### src/rtl/pcie_tx_arbiter.sv
// pcie_tx_arbiter: packet-granular arbiter sharing the PCIe AXI-stream TX port
// between the completion engine (r0), the DMA write engine (r1) and the core's
// configuration-TLP requests. Only the grant decision is registered; the data
// path is a combinational mux under the registered grant.
// Optional feature macro: PCIE_TX_ARB_STATS_EN adds per-requester packet counters.
module pcie_tx_arbiter #(
    parameter int unsigned MIN_BUF_AV = 2
) (
    input  logic        clk,
    input  logic        rst,
    input  logic        user_lnk_up,
    input  logic [5:0]  tx_buf_av,
    input  logic        tx_cfg_req,
    output logic        tx_cfg_gnt,
    input  logic [31:0] r0_tdata,
    input  logic [3:0]  r0_tkeep,
    input  logic [3:0]  r0_tuser,
    input  logic        r0_tlast,
    input  logic        r0_tvalid,
    output logic        r0_tready,
    input  logic [31:0] r1_tdata,
    input  logic [3:0]  r1_tkeep,
    input  logic [3:0]  r1_tuser,
    input  logic        r1_tlast,
    input  logic        r1_tvalid,
    output logic        r1_tready,
    output logic [31:0] s_axis_tx_tdata,
    output logic [3:0]  s_axis_tx_tkeep,
    output logic [3:0]  s_axis_tx_tuser,
    output logic        s_axis_tx_tlast,
    output logic        s_axis_tx_tvalid,
    input  logic        s_axis_tx_tready,
    output logic [1:0]  grant,
    output logic        busy
`ifdef PCIE_TX_ARB_STATS_EN
    ,
    output logic [15:0] r0_pkt_count,
    output logic [15:0] r1_pkt_count
`endif
);

    localparam int unsigned BUF_W = 6;
    localparam int unsigned CNT_W = 16;

    typedef enum logic [1:0] {
        IDLE = 2'd0,
        GNT0 = 2'd1,
        GNT1 = 2'd2,
        CFG  = 2'd3
    } state_t;

    state_t state;
    state_t state_nxt;
    logic   last_served;
    logic   last_served_nxt;
    logic   eligible;
    logic   done0;
    logic   done1;

    // A new requester packet may start only with the link up and enough core buffers.
    assign eligible = user_lnk_up && (tx_buf_av >= BUF_W'(MIN_BUF_AV));

    // Final beat of the owning requester's packet is accepted by the bridge.
    assign done0 = (state == GNT0) && r0_tvalid && s_axis_tx_tready && r0_tlast;
    assign done1 = (state == GNT1) && r1_tvalid && s_axis_tx_tready && r1_tlast;

    // Grant state and round-robin history registers.
    always_ff @(posedge clk) begin
        if (rst) begin
            state       <= IDLE;
            last_served <= 1'b1;
        end else begin
            state       <= state_nxt;
            last_served <= last_served_nxt;
        end
    end

    // Next-state: CFG first, then single requester, ties go to the one not served last.
    always_comb begin
        state_nxt       = state;
        last_served_nxt = last_served;
        case (state)
            IDLE: begin
                if (tx_cfg_req) begin
                    state_nxt = CFG;
                end else if (eligible) begin
                    case ({r1_tvalid, r0_tvalid})
                        2'b01:   state_nxt = GNT0;
                        2'b10:   state_nxt = GNT1;
                        2'b11:   state_nxt = last_served ? GNT0 : GNT1;
                        default: state_nxt = IDLE;
                    endcase
                end
            end
            GNT0: begin
                if (done0) begin
                    state_nxt       = IDLE;
                    last_served_nxt = 1'b0;
                end
            end
            GNT1: begin
                if (done1) begin
                    state_nxt       = IDLE;
                    last_served_nxt = 1'b1;
                end
            end
            CFG: begin
                if (!tx_cfg_req) begin
                    state_nxt = IDLE;
                end
            end
            default: state_nxt = IDLE;
        endcase
    end

    // Stream mux and status decode driven by the registered grant state.
    always_comb begin
        s_axis_tx_tdata  = '0;
        s_axis_tx_tkeep  = '0;
        s_axis_tx_tuser  = '0;
        s_axis_tx_tlast  = 1'b0;
        s_axis_tx_tvalid = 1'b0;
        r0_tready        = 1'b0;
        r1_tready        = 1'b0;
        grant            = 2'b00;
        tx_cfg_gnt       = 1'b0;
        busy             = (state != IDLE);
        case (state)
            GNT0: begin
                s_axis_tx_tdata  = r0_tdata;
                s_axis_tx_tkeep  = r0_tkeep;
                s_axis_tx_tuser  = r0_tuser;
                s_axis_tx_tlast  = r0_tlast;
                s_axis_tx_tvalid = r0_tvalid;
                r0_tready        = s_axis_tx_tready;
                grant            = 2'b01;
            end
            GNT1: begin
                s_axis_tx_tdata  = r1_tdata;
                s_axis_tx_tkeep  = r1_tkeep;
                s_axis_tx_tuser  = r1_tuser;
                s_axis_tx_tlast  = r1_tlast;
                s_axis_tx_tvalid = r1_tvalid;
                r1_tready        = s_axis_tx_tready;
                grant            = 2'b10;
            end
            CFG: begin
                tx_cfg_gnt = 1'b1;
            end
            default: begin
            end
        endcase
    end

`ifdef PCIE_TX_ARB_STATS_EN
    // Completed-packet counters, wrapping naturally at 16 bits.
    always_ff @(posedge clk) begin
        if (rst) begin
            r0_pkt_count <= '0;
            r1_pkt_count <= '0;
        end else begin
            if (done0) begin
                r0_pkt_count <= r0_pkt_count + CNT_W'(1);
            end
            if (done1) begin
                r1_pkt_count <= r1_pkt_count + CNT_W'(1);
            end
        end
    end
`endif

endmodule

### config.mk
export PLATFORM = sky130hd
export DESIGN_NAME = pcie_tx_arbiter
export DESIGN_NICKNAME = d
export VERILOG_FILES = /design/src/rtl/pcie_tx_arbiter.sv
export SDC_FILE = /design/constraint.sdc
export NUM_CORES = 1
export LEC_CHECK = 0
export BUFFER_PORTS_ARGS = -buffer_cell sky130_fd_sc_hd__buf_4
export CAP_MARGIN = 10
export CORE_MARGIN = 10
export CORE_UTILIZATION = 25
export CTS_CLUSTER_DIAMETER = 120
export DETAILED_ROUTE_END_ITERATION = 10
export PLACE_DENSITY = 0.69
export SLEW_MARGIN = 20
export SYNTH_ARGS = -nofsm -noshare
export SYNTH_HDL_FRONTEND = slang
export SYNTH_SLANG_ARGS = --single-unit
### constraint.sdc
create_clock -name clk -period 2.21 [get_ports clk]
set_input_delay 0.1105 -clock clk [delete_from_list [all_inputs] [get_ports clk]]
set_output_delay 0.1105 -clock clk [all_outputs]
set_load 0.02 [all_outputs]
==> impl_metrics.yaml <==
run_status:
  status: "finished clean"
power:
  swShare: 0.499
  p_clk_frac: 0.077
  pwr_density_cell_nw_per_um2: 1030
  peakVddDrop_v: 0.00152
  comb_power_share: 0.876
  p_int_mw: 1.08
  seq_power_share: 0.047
  switching_power_mw: 1.07
  leakage_nw: 0.998
route:
  wire_per_inst_um: 16.6
  drc: 0
  firstDrtPassIters: 4
  finalWirelength_um: 5280
  initialDrtViolationCount: 84
  via_per_inst: 4.77
  vias: 1517
  ant_nets: 0
run:
  drv_cap: 0
timing:
  skew_ns: 0.000791
  rsz0062_at_grt: "false"
  slew_viol_final: 0
  setup_violations: 0
  finalCriticalPeriod_ns: 1.85
  tns_ns: 0
  finalCritPeriodShare: 0.836
  timing.hold.ws_ns: 0.125
  finalHoldViolCount: 0
  maxSlewHeadroom: 0.697
  worstMarginPinSlew_ns: 0.455
  fmaxAchievable_ghz: 0.541
clock_network:
  root_buffer: "clkbuf_8"
  cts_hold_buf: 0
  insertion_delay_ns: 0.22
  cts-buffers-inserted: 3
  ctsResizeCount: 0
  cts_tree: "yes"
  clkTransAtPathRegs_ns: 0.03
  cts.sink_count: 3
  clock_path_buffers: 2
  cts_setup_buffers: 0
  h-tree-depth: 1
die:
  start_util: 0.258
  fp-row-count: 22
  coreArea_um2: 3630
  dieArea_um2: 6600
  die_h_um: 81.2
  pin_count: 143
  die_w_um: 81.2
place:
  place.port_buffers: 141
  gp_congestion: 0.771
  place_hpwl_um: 4360
worst_setup_path:
  worstSetupPathType: "flip-flop to flip-flop"
  end_kind: "flip-flop"
  arrival_ns: 1.95
  crit_fanout: 4
  r2r_cells: 6
  worstPathRequired_ns: 2.32
  cp-start-kind: "flip-flop"
cells_and_area:
  syn_to_final_growth_pct: 122
  fill_cells: 369
  multi_input_area_um2: 810
  nNetsFinal: 372
  n_antenna_cell: 0
  regArea_um2: 60.1
  drive_above_1_share: 0.556
global_routing:
  first_global_vias: 1463
  grt_antenna_before_repair: 0
  grt_overflow: 0
  track_usage: 0.136
  grt_pass1_wl_um: 7280
  grt_start_max_net_pins: 46
min_path:
  hold_class: "input port to flip-flop"
  holdPathStages: 3
synth:
  ys_types: 24
  ys_seq_area_frac: 0.0641
  syn_avg_cell_area_um2: 6.94
  ys_warn_count: 0
  ys_ff_latch: 3
  syn-num-nets: 236
  syn_area_um2: 937
  syn_inst: 135
==> synth_stat cells <==
| cell type | count | area share |
|---|---|---|
| a21oi_1 | 4 | 0.021 |
| a221o_1 | 1 | 0.011 |
| a221oi_2 | 1 | 0.016 |
| a22oi_1 | 42 | 0.34 |
| and2_1 | 2 | 0.013 |
| buf_1 | 3 | 0.012 |
| clkbuf_1 | 11 | 0.044 |
| dfxtp_1 | 3 | 0.064 |
| ha_1 | 6 | 0.080 |
| inv_1 | 4 | 0.016 |
| mux2_1 | 1 | 0.012 |
| mux2i_1 | 1 | 0.011 |
| nand2_1 | 2 | 0.0080 |
| nand2b_1 | 1 | 0.0067 |
| nand3_1 | 1 | 0.0053 |
| nand3_2 | 1 | 0.011 |
| nand4_1 | 1 | 0.0067 |
| nor2_1 | 2 | 0.0080 |
| nor2b_1 | 42 | 0.28 |
| nor3_1 | 2 | 0.011 |
| nor3b_1 | 1 | 0.0080 |
| nor4_1 | 1 | 0.0067 |
| o21ai_0 | 1 | 0.0053 |
| or3_1 | 1 | 0.0067 |
==> layout make-up <==
cell class | count | share of cell area
Clock buffer | 4 | 0.0217
Timing Repair Buffer | 145 | 0.524
Sequential cell | 3 | 0.0289
Tap cell | 48 | 0.0289
Multi-Input combinational cell | 114 | 0.390
Inverter | 4 | 0.00722
==> flip-flops by register name, indices dropped and copies added (netlist names) <==
register     count
state            2
last_served      1
==> path summary, 6_finish.rpt <==
| kind | start | end | slack, ns |
|---|---|---|---|
| worst max-delay path | state[0]$_SDFFE_PP0P_ | state[0]$_SDFFE_PP0P_ | 0.36 |
| worst min-delay path | rst | last_served$_SDFFE_PP1P_ | 0.13 |
| worst max register to register | state[0]$_SDFFE_PP0P_ | state[0]$_SDFFE_PP0P_ | 0.36 |
| worst min register to register | state[1]$_SDFFE_PP0P_ | state[1]$_SDFFE_PP0P_ | 0.52 |
==> metrics by stage <==
stage	instance area (µm²)	util	cells	total power [mW]	worst slack [ns]
2_1_floorplan	937	-	135	1.32	0.423
3_3_place_gp	2030	0.560	314	1.99	0.403
3_5_place_dp	2030	0.560	314	2.00	0.361
4_1_cts	2080	0.572	318	2.18	0.351
5_1_grt	2080	0.572	318	2.31	0.220
6_report	2080	0.572	318	2.15	0.363
==> logic make-up after synthesis <==
group	Yosys count	share of synthesized area
flip-flops	3	0.0641
AND/OR/NAND/NOR	57	0.371
AO/OA/AOI/OAI	49	0.390
buffers and inverters	18	0.0721
multiplexers	2	0.0227
adder cells (fa/ha/maj)	6	0.0801
==> critical path, stage by stage, from the launching register on <==
cell	delay, ns
dfxtp_1	0.37
inv_1	0.12
ha_1	0.22
nor3b_1	0.14
a221o_1	0.26
a221oi_2	0.27
mux2_1	0.35
==> per-layer routing <==
metal | wire, µm | GRT usage | up-vias | share of wire
met1 | 1890 | 0.142 | 688 | 0.36
met4 | 31 | 0.0260 | 0 | 0.0059
met2 | 2910 | 0.259 | 60 | 0.55
li1 | - | - | 765 | -
met3 | 441 | 0.0464 | 4 | 0.084
met5 | 0 | 0 | - | 0
==> cells in the final DEF (no fill, tap or decap), drive strengths merged <==
cell,count
a21oi,4
nor2,2
buf,145
ha,6
nor2b,42
a221o,1
or3,1
clkbuf,4
a221oi,1
dfxtp,3
nand2b,1
and2,2
nand2,2
nand3,2
nor3,2
nor3b,1
inv,4
mux2i,1
a22oi,42
mux2,1
o21ai,1
nor4,1
nand4,1
==> power by group through the flow <==
stage | Clock (mW) | Combinational [mW] | Sequential (mW)
after detailed placement | 0 | 1.90 | 0.102
after global placement | 0 | 1.89 | 0.101
final | 0.164 | 1.88 | 0.101
after CTS | 0.166 | 1.91 | 0.101
after floorplan | 0 | 1.22 | 0.0962
after global routing | 0.170 | 2.04 | 0.105
Note: power is estimated with default switching activity, not from simulation.
